==> src/rtl/morse_pkg.sv <==
// Constants and state encoding shared by the Morse line driver, encoder, decoder and receiver.
package morse_pkg;
    localparam int W          = 24;
    localparam int LETTER_GAP = 3;
    localparam int WORD_GAP   = 7;
    localparam int DASH_LEN   = 3;

    typedef enum logic [1:0] {
        ST_IDLE,
        ST_ALIGN,
        ST_SAMPLE
    } state_t;
endpackage

==> src/rtl/morse_sync_edge.sv <==
// Two-flop synchronizer for the keyed line, plus rising-edge detect on the synchronized level.
module morse_sync_edge (
    input  logic i_clk,
    input  logic i_rst_n,
    input  logic i_in,
    output logic o_s,
    output logic o_rise
);
    logic r_s1;
    logic r_s2;
    logic r_prev;

    always_ff @(posedge i_clk or negedge i_rst_n) begin
        if (!i_rst_n) begin
            r_s1   <= 1'b0;
            r_s2   <= 1'b0;
            r_prev <= 1'b0;
        end else begin
            r_s1   <= i_in;
            r_s2   <= r_s1;
            r_prev <= r_s2;
        end
    end

    assign o_s    = r_s2;
    assign o_rise = r_s2 & ~r_prev;
endmodule

==> src/rtl/morse_line_rx.sv <==
// Morse line receiver: samples the keyed line once per dot time, re-phases on each character's
// first mark, and hands left-aligned code words to the decoder through a valid/ready register.
//
//   state     | meaning
//   ST_IDLE   | line quiet, waiting for a mark to start
//   ST_ALIGN  | half-dot wait so the first sample lands mid-dot
//   ST_SAMPLE | one sample every K clocks, assembling the character
module morse_line_rx
    import morse_pkg::*;
#(
    parameter int K = 50
) (
    input  logic         i_clk,
    input  logic         i_rst_n,
    input  logic         i_en,
    input  logic         i_in,
    input  logic         i_ready,
    output logic [W-1:0] o_y,
    output logic [4:0]   o_len,
    output logic         o_err,
    output logic         o_valid,
    output logic         o_word,
    output logic         o_ovf
);
    localparam int CNT_W = $clog2(K);
    // The edge that loads the counter is itself one clock of the half-dot wait.
    localparam logic [CNT_W-1:0] P_HALF   = CNT_W'(K / 2 - 1);
    localparam logic [CNT_W-1:0] P_RELOAD = CNT_W'(K - 1);
    localparam logic [5:0]       P_W      = 6'(W);
    localparam logic [4:0]       P_LAST   = 5'(W - 1);
    localparam logic [2:0]       P_LG     = 3'(LETTER_GAP);
    localparam logic [2:0]       P_WG     = 3'(WORD_GAP);
    localparam logic [2:0]       P_DASH   = 3'(DASH_LEN);
    localparam logic [2:0]       P_MSAT   = 3'(DASH_LEN + 1);

    state_t           r_state, w_state_n;
    logic [CNT_W-1:0] r_cnt, w_cnt_n;
    logic [W-1:0]     r_sr, w_sr_n;
    logic [4:0]       r_len, w_len_n;
    logic             r_cerr, w_cerr_n;
    logic [2:0]       r_mrun, w_mrun_n;
    logic [2:0]       r_zrun, w_zrun_n;
    logic             w_push, w_push_err, w_word_n, w_bad;
    logic [5:0]       w_pos;
    logic [4:0]       w_idx;
    logic             w_s, w_rise;
    logic [W-1:0]     r_y;
    logic [4:0]       r_olen;
    logic             r_oerr, r_valid, r_word, r_ovf;

    morse_sync_edge u_sync (
        .i_clk   (i_clk),
        .i_rst_n (i_rst_n),
        .i_in    (i_in),
        .o_s     (w_s),
        .o_rise  (w_rise)
    );

    always_ff @(posedge i_clk or negedge i_rst_n) begin
        if (!i_rst_n) r_state <= ST_IDLE;
        else          r_state <= w_state_n;
    end

    always_comb begin
        w_state_n  = r_state;
        w_cnt_n    = r_cnt;
        w_sr_n     = r_sr;
        w_len_n    = r_len;
        w_cerr_n   = r_cerr;
        w_mrun_n   = r_mrun;
        w_zrun_n   = r_zrun;
        w_push     = 1'b0;
        w_push_err = 1'b0;
        w_word_n   = 1'b0;
        // Pending intra-character zeros are only meaningful once the character has a mark.
        w_pos      = (r_len == 5'd0) ? 6'd0 : ({1'b0, r_len} + {3'b000, r_zrun});
        w_idx      = P_LAST - w_pos[4:0];
        w_bad      = !((r_mrun == 3'd0) || (r_mrun == 3'd1) || (r_mrun == P_DASH));

        if (!i_en) begin
            w_state_n = ST_IDLE;
            w_cnt_n   = '0;
            w_sr_n    = '0;
            w_len_n   = 5'd0;
            w_cerr_n  = 1'b0;
            w_mrun_n  = 3'd0;
            w_zrun_n  = 3'd0;
        end else if (r_state == ST_IDLE) begin
            if (w_rise) begin
                w_state_n = ST_ALIGN;
                w_cnt_n   = P_HALF;
                w_mrun_n  = 3'd0;
                w_zrun_n  = 3'd0;
            end
        end else if ((r_state == ST_SAMPLE) && w_rise && (r_zrun >= P_LG)) begin
            w_state_n = ST_ALIGN;
            w_cnt_n   = P_HALF;
        end else if (r_cnt != '0) begin
            w_cnt_n = r_cnt - CNT_W'(1);
        end else begin
            w_state_n = ST_SAMPLE;
            w_cnt_n   = P_RELOAD;
            if (w_s) begin
                if (w_pos < P_W) begin
                    w_sr_n[w_idx] = 1'b1;
                    w_len_n       = w_pos[4:0] + 5'd1;
                end else begin
                    w_len_n  = P_W[4:0];
                    w_cerr_n = 1'b1;
                end
                if (r_mrun < P_MSAT) w_mrun_n = r_mrun + 3'd1;
                if (r_mrun == P_DASH) w_cerr_n = 1'b1;
                w_zrun_n = 3'd0;
            end else begin
                w_mrun_n = 3'd0;
                w_zrun_n = r_zrun + 3'd1;
                if (w_bad) w_cerr_n = 1'b1;
                if (w_zrun_n == P_LG) begin
                    w_push     = (r_len != 5'd0);
                    w_push_err = r_cerr | w_bad;
                    w_sr_n     = '0;
                    w_len_n    = 5'd0;
                    w_cerr_n   = 1'b0;
                end
                if (w_zrun_n == P_WG) begin
                    w_word_n  = 1'b1;
                    w_state_n = ST_IDLE;
                    w_zrun_n  = 3'd0;
                end
            end
        end
    end

    always_ff @(posedge i_clk or negedge i_rst_n) begin
        if (!i_rst_n) begin
            r_cnt   <= '0;
            r_sr    <= '0;
            r_len   <= 5'd0;
            r_cerr  <= 1'b0;
            r_mrun  <= 3'd0;
            r_zrun  <= 3'd0;
            r_y     <= '0;
            r_olen  <= 5'd0;
            r_oerr  <= 1'b0;
            r_valid <= 1'b0;
            r_word  <= 1'b0;
            r_ovf   <= 1'b0;
        end else begin
            r_cnt  <= w_cnt_n;
            r_sr   <= w_sr_n;
            r_len  <= w_len_n;
            r_cerr <= w_cerr_n;
            r_mrun <= w_mrun_n;
            r_zrun <= w_zrun_n;
            r_word <= w_word_n;
            r_ovf  <= w_push && r_valid && !i_ready;
            if (w_push && (!r_valid || i_ready)) begin
                r_y     <= r_sr;
                r_olen  <= r_len;
                r_oerr  <= w_push_err;
                r_valid <= 1'b1;
            end else if (r_valid && i_ready) begin
                r_valid <= 1'b0;
            end
        end
    end

    assign o_y     = r_y;
    assign o_len   = r_olen;
    assign o_err   = r_oerr;
    assign o_valid = r_valid;
    assign o_word  = r_word;
    assign o_ovf   = r_ovf;
endmodule
==> config.mk <==
export PLATFORM = sky130hd
export DESIGN_NAME = morse_line_rx
export DESIGN_NICKNAME = d
export VERILOG_FILES = /design/src/rtl/morse_pkg.sv /design/src/rtl/morse_sync_edge.sv /design/src/rtl/morse_line_rx.sv
export SDC_FILE = /design/constraint.sdc
export NUM_CORES = 1
export LEC_CHECK = 0
export ABC_CLOCK_PERIOD_IN_PS = 4700
export BUFFER_PORTS_ARGS = -buffer_cell sky130_fd_sc_hd__buf_4
export CAP_MARGIN = 30
export CORE_ASPECT_RATIO = 0.6
export CORE_MARGIN = 5
export CORE_UTILIZATION = 30
export DETAILED_ROUTE_END_ITERATION = 8
export PLACE_DENSITY = 0.49
export SETUP_SLACK_MARGIN = 0.02
export SLEW_MARGIN = 15
export SYNTH_ARGS = -nofsm -noshare
export SYNTH_HDL_FRONTEND = slang
export SYNTH_SLANG_ARGS = --single-unit
==> constraint.sdc <==
create_clock -name i_clk -period 4.7 [get_ports i_clk]
set_input_delay 0.47 -clock i_clk [delete_from_list [all_inputs] [get_ports i_clk]]
set_output_delay 0.47 -clock i_clk [all_outputs]
set_load 0.005 [all_outputs]
After elaboration in Yosys (flattened, before gate mapping)
Index checks and enable logic that the tools add are counted.

Bits in registers: 80. Latch bits: 0. Bits in writable memories: 0. Memory bits (read-only): 0. Input bits: 5. Word-level logic and storage cells: 144. Memories kept: 0.

Add/subtract/negate cells: 6. Multipliers: 0. Divide/modulo/power cells: 0. Order comparisons: 5. Equality and inequality tests: 17. Shift operators: 0. Muxes and demuxes: 71. Bitwise gates (word level): 4. Reductions and logical operators: 25.

Operators with widths (count): $mux 24 (7); $mux 3 (13); $mux 6 (6); $mux 5 (7); $mux 1 (30); $or 24x24->24 (1); $mux 2 (7); $ne 3x3->1 const B (4); $ne 4x4->1 const B (3); $reduce_and 5->1 (2); $reduce_and 4->1 (2); $logic_and 1x1->1 (7); $add 3x1->3 const B (2); $add 5x3->6 (1); $eq 3x2->1 const B (2); $lt 5x6->1 const B (1); $lt 6x5->1 const B (1); $ne 2x2->1 const B (3); $reduce_bool 6->1 (1); $sub 6x1->6 const B (1); $add 5x1->5 const B (1); $demux 1 s5 (1); $ge 5x1->1 const B (1); $logic_not 5->1 (1); 19 further kinds (23).

Longest topological paths before layout
Gate-level depths: netlist (run 1).

Word-level depth: 14. Mapped depth: 9. Mapped depth without buffers: 9.

Hierarchy
Synthesis (run 1) repeated with hierarchy kept, for this count alone.

Cell total of the unflattened synthesis: 313. Area total of the unflattened synthesis: 3990.1 um^2.

Modules (own cells, without submodules): morse_line_rx (times used 1, cells each 309, area each 3901.2 um^2); morse_sync_edge (times used 1, cells each 4, area each 88.8 um^2).

Least setup slack after synthesis (run 1)
No wires, ideal clock.

Path kind: flip-flop to flip-flop. Start: reg r_zrun[0]. End: reg r_sr[16]. Setup time: 68 ps. Arrival time: 2355 ps. Data required time: 4632 ps. Slack: 2277 ps. Stages on the path, launching flop included: 9. Path buffers: 1. Clock period less this slack: 2423 ps. Cells stage by stage: dfrtp_1 > ha_1 > inv_1 > fa_1 > xnor2_1 > and2_1 > clkbuf_1 > nor4b_1 > a32o_1.

Word-level cells in the longest chain between the ends: 14.

RTL lines: from (decl) (line morse_line_rx.sv:42) `logic [2:0] r_zrun, w_zrun_n;`; from (signal assigned) (line morse_line_rx.sv:154) `r_zrun <= w_zrun_n;`; $add 5x3->6 (line morse_line_rx.sv:76) `w_pos = (r_len == 5'd0) ? 6'd0 : ({1'b0, r_len} + {3'b000, r_zrun});`; $mux 6 (line morse_line_rx.sv:76); $sub 5x5->5 (line morse_line_rx.sv:77) `w_idx = P_LAST - w_pos[4:0];`; $lt 5x6->1 (not written as such) / $ge 5x1->1 (equally long branches) (line morse_line_rx.sv:105) `w_sr_n[w_idx] = 1'b1;`; $logic_and 1x1->1 (not written as such) (line morse_line_rx.sv:105); $mux 1 (not written as such) (line morse_line_rx.sv:105); $demux 1 s5 (line morse_line_rx.sv:105); $or 24x24->24 (no line); $mux 24 (line morse_line_rx.sv:104) `if (w_pos < P_W) begin`; $mux 24 (line morse_line_rx.sv:103) `if (w_s) begin`; $mux 24 (line morse_line_rx.sv:98) `end else if (r_cnt != '0) begin`; $mux 24 (line morse_line_rx.sv:95) `end else if ((r_state == ST_SAMPLE) && w_rise && (r_zrun >= P_LG)) begin`; $mux 24 (line morse_line_rx.sv:88) `end else if (r_state == ST_IDLE) begin`; $mux 24 (line morse_line_rx.sv:80) `if (!i_en) begin`; to (signal assigned) (line morse_line_rx.sv:150) `r_sr <= w_sr_n;`; to (decl) (line morse_line_rx.sv:38) `logic [W-1:0] r_sr, w_sr_n;`.

Several ways; a longest one is shown, not always the timed one. The select of a mux whose other input is x is not followed. A chain may end at the register's enable or synchronous reset.

Worst setup path after layout (run 1)
Start: reg r_cnt[0]. End: reg r_sr[20].

Word-level cells in the longest chain between the ends: 3.

RTL lines: from (decl) (line morse_line_rx.sv:37) `logic [CNT_W-1:0] r_cnt, w_cnt_n;`; from (signal assigned) (line morse_line_rx.sv:149) `r_cnt <= w_cnt_n;`; $reduce_bool 6->1 (line morse_line_rx.sv:98); $ne 2x2->1 (no line); $reduce_and 5->1 (no line).

Every way passes these cells.

==> results of run 1 <==
cells by family after synthesis:
| family | Yosys count | synth area share |
|---|---|---|
| flip-flops | 80 | 0.528 |
| multiplexers | 30 | 0.0887 |
| buffers and inverters | 32 | 0.0330 |
| XOR/XNOR | 5 | 0.0152 |
| AO/OA/AOI/OAI | 77 | 0.154 |
| adder cells (fa/ha/maj) | 16 | 0.0548 |
| AND/OR/NAND/NOR | 87 | 0.126 |
sequential cells by signal, summed over array words and instances (netlist names):
register	cells
u_sync.o_s	1
o_err	1
r_sr	24
r_mrun	3
u_sync.r_s1	1
r_len	5
o_len	5
r_zrun	3
r_state	2
o_y	24
r_cerr	1
u_sync.r_prev	1
o_ovf	1
o_word	1
o_valid	1
r_cnt	6
synth_stat cells (2+ instances only):
cell       n
o211ai_1   2
buf_1      2
a211oi_1   2
nand2_1   29
buf_2      4
nor4b_1    2
o21a_1     2
a21oi_1    8
o31ai_1    2
nand4b_1   2
nor2_1    14
and2_1     4
clkbuf_1   8
nand4_1    3
ha_1      15
o21ai_0   20
inv_1     18
a22o_1    16
mux2_2    29
nor3_1     8
nand3_1    4
a32o_1     8
or2_2      4
nand2b_1   5
xnor2_1    3
a21o_1     4
dfrtp_1   80
placed cells by master (no fill, tap or decap), types with 9 or more instances in the layout:
master,netlist,final
mux2_2,29,29
o21ai_0,20,20
nand2_1,29,29
nor2_1,14,14
buf_4,0,39
dfrtp_1,80,80
a22o_1,16,16
ha_1,15,15
clkbuf_16,0,9
inv_1,18,18
layout make-up:
cell class,count,area share
Clock buffer,11,0.0527
Clock inverter,5,0.0225
Inverter,18,0.0147
Multi-Input combinational cell,215,0.361
Sequential cell,80,0.434
Tap cell,165,0.0448
Timing Repair Buffer,40,0.0695
worst reg2reg max path, delay by kind of cell, from the launching register on:
family / cells / cell delay [ns]
AOI/OAI and AO/OA: 2 / 1.08
adders and majority gates: 1 / 0.17
buffers and inverters: 1 / 0.07
DFF: 1 / 0.40
and+or+nand+nor: 3 / 1.20
metrics by stage:
stage	utilization	total power, uW
3_5_place_dp	0.349	1130
3_3_place_gp	0.347	1120
6_report	0.377	1930
2_1_floorplan	-	1030
4_1_cts	0.377	1950
5_1_grt	0.377	2040
worst paths after layout:
path                        startpoint          end  slack (ns)  cells after the start
max                           r_cnt[0]     r_sr[20]        1.72                      7
min                            i_rst_n       o_y[2]        0.09                      1
max reg2reg                   r_cnt[0]     r_sr[20]        1.72                      7
min reg2reg                u_sync.r_s1   u_sync.o_s        0.35                      0
max in group asynchronous      i_rst_n        o_ovf        4.03                      2
min in group i_clk                i_in  u_sync.r_s1        0.24                      1
layer usage:
metal  wire (um)  up-vias
met5           0        -
met1        4840     1298
met4          65        0
li1            -     1265
met2        3170       64
met3         567        4
power by group:
group	internal [uW]	switching (uW)
logic	123	217
clock network	534	279
registers	731	50.6
==> run summary, run 1 <==
Status: complete, no violations
Final setup TNS: 0 ns
Post-synth EDFFs: 0
Largest net degree at the start of global routing: 47
WL final: 8640 um
Core box area: 12200 um2
Worst EP required: 4.97 ns
Clock-pin transition on the worst setup and hold timing paths: 0.06 ns
DPL Wire Length: 6330 um
Post-synth top area share: 0.528
Final Cell Area: 4610 um2
GR peak layer: met1
Pleak: 0.00224 uW
Yosys reg bits: 80
Final-report max-slew violation count: 0
Final worst-path cycle share: 0.634
Chip width: 155 um
CTS buffer count: 9
Clock latency on the worst-skew pair: 0.34 ns
Fraction of registers with async set/reset: 1.00
TritonRoute pass-1 iters: 5
Final nets: 385
Maximum vdd drop: 0.177 mV
Final setup violation count: 0
Top cells by area, synth: dfrtp_1 (53%), mux2_2 (8.6%), ha_1 (4.9%)
Crit-path slowest cell: a2111oi_4
Total track usage: 0.120
Critical Path AT: 3.25 ns
Relative slew slack: 0.373
DIE HEIGHT: 97.1 um
Root buffer cell: clkbuf_16
Hold_buf cts: 0
Final worst setup slack: 1.72 ns
Inst Count DP: 518
Vias per cell: 4.93
Gate Count Post-Synth: 327
Layout cells sized above 1: 0.252
Met1 Track Usage GR: 0.203
Initial core utilization: 0.310
Final Hold Fails: 0
Hold Slack: 0.0910 ns
N_diodes: 0
Slew @ Worst Pin: 0.941 ns
Crit-path max FO: 16
FF/Latch Area: 2000 um2
Worst Clk Skew: 0.00659 ns
Top FF cell, synth: dfrtp_1
Initial antenna violation count: 0
Final std cells w/o fill: 534
Syn avg cell area: 11.6 um2
Post-CTS setup buffers: 0
FILL cells: 1219
Worst Path Class, Setup: reg2reg
Multi-input logic area: 1670 um2
I/O pin cnt: 38
Met2 usage: 0.134
Area delta synth->final: 21.5%
Count of cells resized by post-cts repair: 0
Num rows: 31
Clk sinks: 80
RSZ-0062 raised after global routing: no
Final min period: 2.98 ns
Routed Antenna Nets: 0
Max_cap viols: 0
CTS tree: yes
H-tree depth: 3
Syn Nets: 348
Via count: 2631
DP Area: 4260 um2
Yosys top cell by area: dfrtp_1
Drt drc: 0
DR WL/cell: 16.2 um
Clock Path Buffers: 2
Crit path cell chain: inv_1 > ha_1 > or4b_1 > a2111oi_4 > nand3_1 > nor3_1 > a22o_1
Cell variety after synth: 56
Crit. End Element: flip-flop
Place WS: 1.72 ns
Share of the yosys chip area belonging to registers: 0.528
Max Freq: 336 MHz
First-pass GRT wire length: 14300 um
Port Buffers: 37
Die footprint: 15100 um2
Mapped Area: 3790 um2
GPL Wtd Cong: 0.854
Starting DRT DRC Count: 165
Pwr Density: 420 nW/um2
CP Buf/Inv Count: 1
Hold crit path type: in2async
Ys Warns: 0
Vias in the first global route: 2566
Gr ovfl total: 0
Peak per-stage delay on the critical path: 0.87 ns
Global Route met3 Usage: 0.0369
Setup crit start kind: flip-flop
Crit path max-delay family: simple AND/OR/NAND/NOR gates
No activity file was read; power rests on OpenSTA's default activity.
==> inputs of run 2 (changes only) <==
--- a/config.mk
+++ b/config.mk
@@ -5,7 +5,7 @@
 export SDC_FILE = /design/constraint.sdc
 export NUM_CORES = 1
 export LEC_CHECK = 0
-export ABC_CLOCK_PERIOD_IN_PS = 4700
+export ABC_CLOCK_PERIOD_IN_PS = 2900
 export BUFFER_PORTS_ARGS = -buffer_cell sky130_fd_sc_hd__buf_4
 export CAP_MARGIN = 30
 export CORE_ASPECT_RATIO = 0.6
==> constraint.sdc (replaced) <==
create_clock -name i_clk -period 2.9 [get_ports i_clk]
set_input_delay 0.29 -clock i_clk [delete_from_list [all_inputs] [get_ports i_clk]]
set_output_delay 0.29 -clock i_clk [all_outputs]
set_load 0.005 [all_outputs]
==> run 2 against run 1 <==
Net effect:
- count of clock-buffer cells in the layout rose by 1
- first-iteration DRC count rose by 46%
- clock power rose by 50%
- sequential power rose by 61%
- worst hold slack got worse by 0.036 ns
- global-route usage rose by 0.38 points
- worst setup slack got worse by 1.5 ns
==> run summary, run 2 (synthesis results as in run 1) <==
Setup crit start kind: flip-flop
DP Area: 4330 um2
Max_cap viols: 0
Final worst-path cycle share: 0.932
Port Buffers: 37
Clock Path Buffers: 2
GPL Wtd Cong: 0.858
Layout cells sized above 1: 0.277
First-pass GRT wire length: 14800 um
Initial antenna violation count: 0
Pwr Density: 649 nW/um2
Chip width: 155 um
Hold Slack: 0.0549 ns
Commonest non-fill, non-tap cells in the layout: dfrtp_1 (80), buf_4 (51), nand2_1 (29), mux2_2 (29), o21ai_0 (20)
DPL Wire Length: 6440 um
Hold Startpoint: i_in
Crit path cell chain: ha_1 > inv_1 > fa_1 > nor2b_1 > o21ai_0 > xnor2_1 > nand4_1 > o21ai_0
H-tree depth: 3
Starting DRT DRC Count: 241
CTS tree: yes
DIE HEIGHT: 97.1 um
WL final: 8860 um
Critical Path AT: 2.95 ns
Clock latency on the worst-skew pair: 0.34 ns
Via count: 2709
Crit-path max FO: 6
Final setup TNS: 0 ns
Crit path from: r_zrun[0]
TritonRoute pass-1 iters: 4
N_diodes: 0
FILL cells: 1175
Worst Path Class, Setup: reg2reg
Worst EP required: 3.15 ns
Vias in the first global route: 2703
Initial core utilization: 0.310
Vias per cell: 4.95
Worst R2R Start: r_zrun[0]
Final-report max-slew violation count: 0
Final setup violation count: 0
Clock-pin transition on the worst setup and hold timing paths: 0.06 ns
Pleak: 0.00230 uW
Relative slew slack: 0.574
Maximum vdd drop: 0.296 mV
Largest net degree at the start of global routing: 46
Final Cell Area: 4700 um2
Final nets: 398
Final min period: 2.70 ns
CTS buffer count: 9
Peak per-stage delay on the critical path: 0.48 ns
Total track usage: 0.124
Routed Antenna Nets: 0
Gr ovfl total: 0
Most common cell after layout, fill and taps aside: dfrtp_1
Most Frequent Cell on Critical Path: o21ai_0
Inst Count DP: 527
Status: complete, no violations
Final std cells w/o fill: 547
Root buffer cell: clkbuf_16
Core box area: 12200 um2
RSZ-0062 raised after global routing: no
Max Freq: 370 MHz
I/O pin cnt: 38
Slew @ Worst Pin: 0.638 ns
Final Hold Fails: 0
Worst Clk Skew: 0.00571 ns
Clk sinks: 80
Multi-input logic area: 1680 um2
Crit. End Element: flip-flop
Drt drc: 0
Area delta synth->final: 23.9%
Hold crit path type: in2reg
Crit-path slowest cell: xnor2_1
FF/Latch Area: 2000 um2
Num rows: 31
Die footprint: 15100 um2
DR WL/cell: 16.2 um
## run 2: power by group
| part | internal [uW] | leakage, uW | total (uW) | switching [uW] |
|---|---|---|---|---|
| combinational | 210 | 0.00104 | 566 | 355 |
| sequential | 1180 | 0.00110 | 1260 | 78.2 |
| clock | 781 | 0.000157 | 1220 | 440 |
## run 2: timing repair
item                                   in CTS  in global routing
setup buffers                               0                  3
hold buffers                                1                  0
endpoints found under the hold margin      35                  0
setup endpoints to repair                   0                 16
resized for setup                           0                  2
## run 2: per-layer routing
| layer | GRT usage | share of wire | vias up | wire [um] |
|---|---|---|---|---|
| li1 | - | - | 1293 | - |
| met5 | 0 | 0 | - | 0 |
| met2 | 0.144 | 0.35 | 92 | 3100 |
| met4 | 0.0427 | 0.015 | 0 | 134 |
| met1 | 0.205 | 0.56 | 1314 | 4960 |
| met3 | 0.0383 | 0.075 | 10 | 668 |
## run 2: final timing paths
check,end,slack (ns),cells after the start
max,r_sr[1],0.20,8
min,u_sync.r_s1,0.05,1
max reg2reg,r_sr[1],0.20,8
min reg2reg,u_sync.o_s,0.36,0
max in group asynchronous,r_zrun[1],1.87,3
min in group asynchronous,o_y[1],0.45,2
## run 2: layout make-up
cell class | count | area share
Sequential cell | 80 | 0.426
Tap cell | 165 | 0.0439
Clock buffer | 12 | 0.0525
Inverter | 18 | 0.0144
Timing Repair Buffer | 53 | 0.0895
Multi-Input combinational cell | 215 | 0.357
Clock inverter | 4 | 0.0165
## run 2: critical path: cells and delay by family (launching register included)
family,cells,cell delay [ns]
adders and majority gates,2,0.63
DFF,1,0.43
AOI/OAI and AO/OA,2,0.45
buffers and inverters,1,0.07
xor gates and xnor gates,1,0.48
and+or+nand+nor,2,0.57
## run 2: metrics by stage
stage | util | worst slack [ns] | total power [uW]
floorplan | - | 0.477 | 1670
global placement | 0.352 | 0.178 | 1830
detailed placement | 0.354 | 0.0952 | 1840
CTS | 0.382 | 0.0712 | 3080
global route | 0.385 | 0.00111 | 3220
finish | 0.385 | 0.197 | 3050
==> inputs of run 3 (changes only) <==
--- a/config.mk
+++ b/config.mk
@@ -10,9 +10,9 @@
 export CAP_MARGIN = 30
 export CORE_ASPECT_RATIO = 0.6
 export CORE_MARGIN = 5
-export CORE_UTILIZATION = 30
+export CORE_UTILIZATION = 25
 export DETAILED_ROUTE_END_ITERATION = 8
-export PLACE_DENSITY = 0.49
+export PLACE_DENSITY = 0.43
 export SETUP_SLACK_MARGIN = 0.02
 export SLEW_MARGIN = 15
 export SYNTH_ARGS = -nofsm -noshare
==> run 3 against run 2 <==
Net effect:
- global-route usage shrank 1.8 points
- sequential share of layout area grew 0.38 points
- count of clock-buffer cells in the layout is 3 lower
- total power is 2.2% lower
- final cell count increased by 4.9%
- sequential cell count unchanged
- via count fell by 4.1%
- clock skew increased by 0.0035 ns
- routed wire length is 3.2% higher
- register-to-register slack improved by 0.08 ns
- die area rose by 18%
- non-clock buffer count decreased by 6
- critical endpoint is now r_sr[20]
==> run summary, run 3 (synthesis results as in run 1) <==
Pwr Density: 641 nW/um2
Core box area: 14700 um2
Worst EP required: 3.18 ns
Relative slew slack: 0.586
TritonRoute pass-1 iters: 4
DP Area: 4340 um2
Clock Path Buffers: 2
Worst Path Class, Setup: reg2reg
Worst R2R Start: r_zrun[0]
Die footprint: 17800 um2
Sequential power share: 0.424
N_diodes: 0
Max Freq: 381 MHz
Worst hold endpoint: u_sync.r_s1
Total track usage: 0.106
RSZ-0062 raised after global routing: no
Commonest non-fill, non-tap cells in the layout: dfrtp_1 (80), buf_4 (45), nand2_1 (29), mux2_2 (29), o21ai_0 (20)
Cell-internal power: 2060 uW
Largest net degree at the start of global routing: 43
Maximum vdd drop: 0.218 mV
Setup crit start kind: flip-flop
Initial core utilization: 0.258
Starting DRT DRC Count: 139
CTS tree: yes
Num rows: 34
Final setup violation count: 0
R2R cell count: 8
Final nets: 392
Most common cell after layout, fill and taps aside: dfrtp_1
Comb power frac: 0.187
Psw: 921 uW
Metal2 WL: 3360 um
WL final: 9150 um
Layout cells sized above 1: 0.269
Final setup TNS: 0 ns
Metal-1 WL: 5160 um
Place WS: 0.196 ns
I/O pin cnt: 38
Final min period: 2.62 ns
Switch share: 0.309
Vias in the first global route: 2621
Tot Pwr: 2980 uW
Status: complete, no violations
Max_cap viols: 0
Root buffer cell: clkbuf_16
Met3 Wirelength: 511 um
First-pass GRT wire length: 14700 um
Final worst setup slack: 0.278 ns
H-tree depth: 3
Hold crit path type: in2reg
Hold path depth: 1
Area delta synth->final: 22.8%
Final worst-path cycle share: 0.904
Top Metal Used: met4
DIE HEIGHT: 105 um
Post-CTS setup buffers: 0
Pleak: 0.00226 uW
Crit. End Element: flip-flop
Clock latency on the worst-skew pair: 0.34 ns
Vias per cell: 4.52
Final Hold Fails: 0
Slew @ Worst Pin: 0.616 ns
Initial antenna violation count: 0
Clk pwr share: 0.388
Final Cell Area: 4660 um2
Clock-pin transition on the worst setup and hold timing paths: 0.07 ns
Clk sinks: 80
Drt drc: 0
Worst Clk Skew: 0.00923 ns
CTS buffer count: 9
Chip width: 169 um
Via count: 2597
Register-to-register setup slack: 0.28 ns
DPL Wire Length: 6650 um
Routed Antenna Nets: 0
Crit-path max FO: 6
Gr ovfl total: 0
Final-report max-slew violation count: 0
Critical Path AT: 2.90 ns
Port Buffers: 37
Reg2reg end: r_sr[20]
Hold Startpoint: i_in
GPL Wtd Cong: 0.837
DR WL/cell: 15.9 um
## run 3: final cells by class
class / instances / area, um2
Fill cell: 1503 / 10000
Sequential cell: 80 / 2000
Multi-Input combinational cell: 215 / 1670
Timing Repair Buffer: 47 / 368
Tap cell: 198 / 248
Clock buffer: 9 / 225
Clock inverter: 7 / 75.1
Inverter: 18 / 67.6
## run 3: critical path, stage by stage (launching register included)
cell	delay [ns]
dfrtp_1	0.43
ha_1	0.23
inv_1	0.06
fa_1	0.40
nor2b_1	0.21
o21ai_0	0.17
xnor2_1	0.25
nor3_1	0.58
a22o_1	0.22
## run 3: worst max-delay path by stage
stage	from	end	depth (start not counted)
floorplan	r_zrun[0]	r_sr[16]	8
global placement	r_zrun[0]	r_sr[17]	8
detailed placement	r_zrun[0]	r_sr[19]	8
CTS	r_zrun[0]	r_sr[19]	8
global route	r_zrun[0]	r_sr[1]	8
finish	r_zrun[0]	r_sr[20]	8
## run 3: repair_timing
action / in CTS / in global routing
hold endpoints to repair: 38 / 0
endpoints found under the setup margin: 0 / 4
hold buffers: 1 / 0
gates resized for setup: 0 / 1
## run 3: routing by layer
| layer | track usage | vias up |
|---|---|---|
| met1 | 0.171 | 1260 |
| met3 | 0.0344 | 12 |
| met4 | 0.0385 | 0 |
| li1 | - | 1270 |
| met2 | 0.126 | 55 |
| met5 | 0 | - |
## run 3: power groups by stage
stage / clock, uW / combinational [uW] / sequential (uW)
2_1_floorplan: 0 / 423 / 1250
6_report: 1160 / 559 / 1270
3_5_place_dp: 0 / 555 / 1290
3_3_place_gp: 0 / 555 / 1280
4_1_cts: 1190 / 559 / 1260
5_1_grt: 1240 / 627 / 1280
## run 3: metrics by stage
stage,hold slack [ns],utilization,cells
floorplan,-0.00559,-,327
global placement,0.346,0.294,556
detailed placement,0.316,0.296,557
CTS,0.0379,0.317,574
global route,0.0363,0.317,574
finish,0.0487,0.317,574
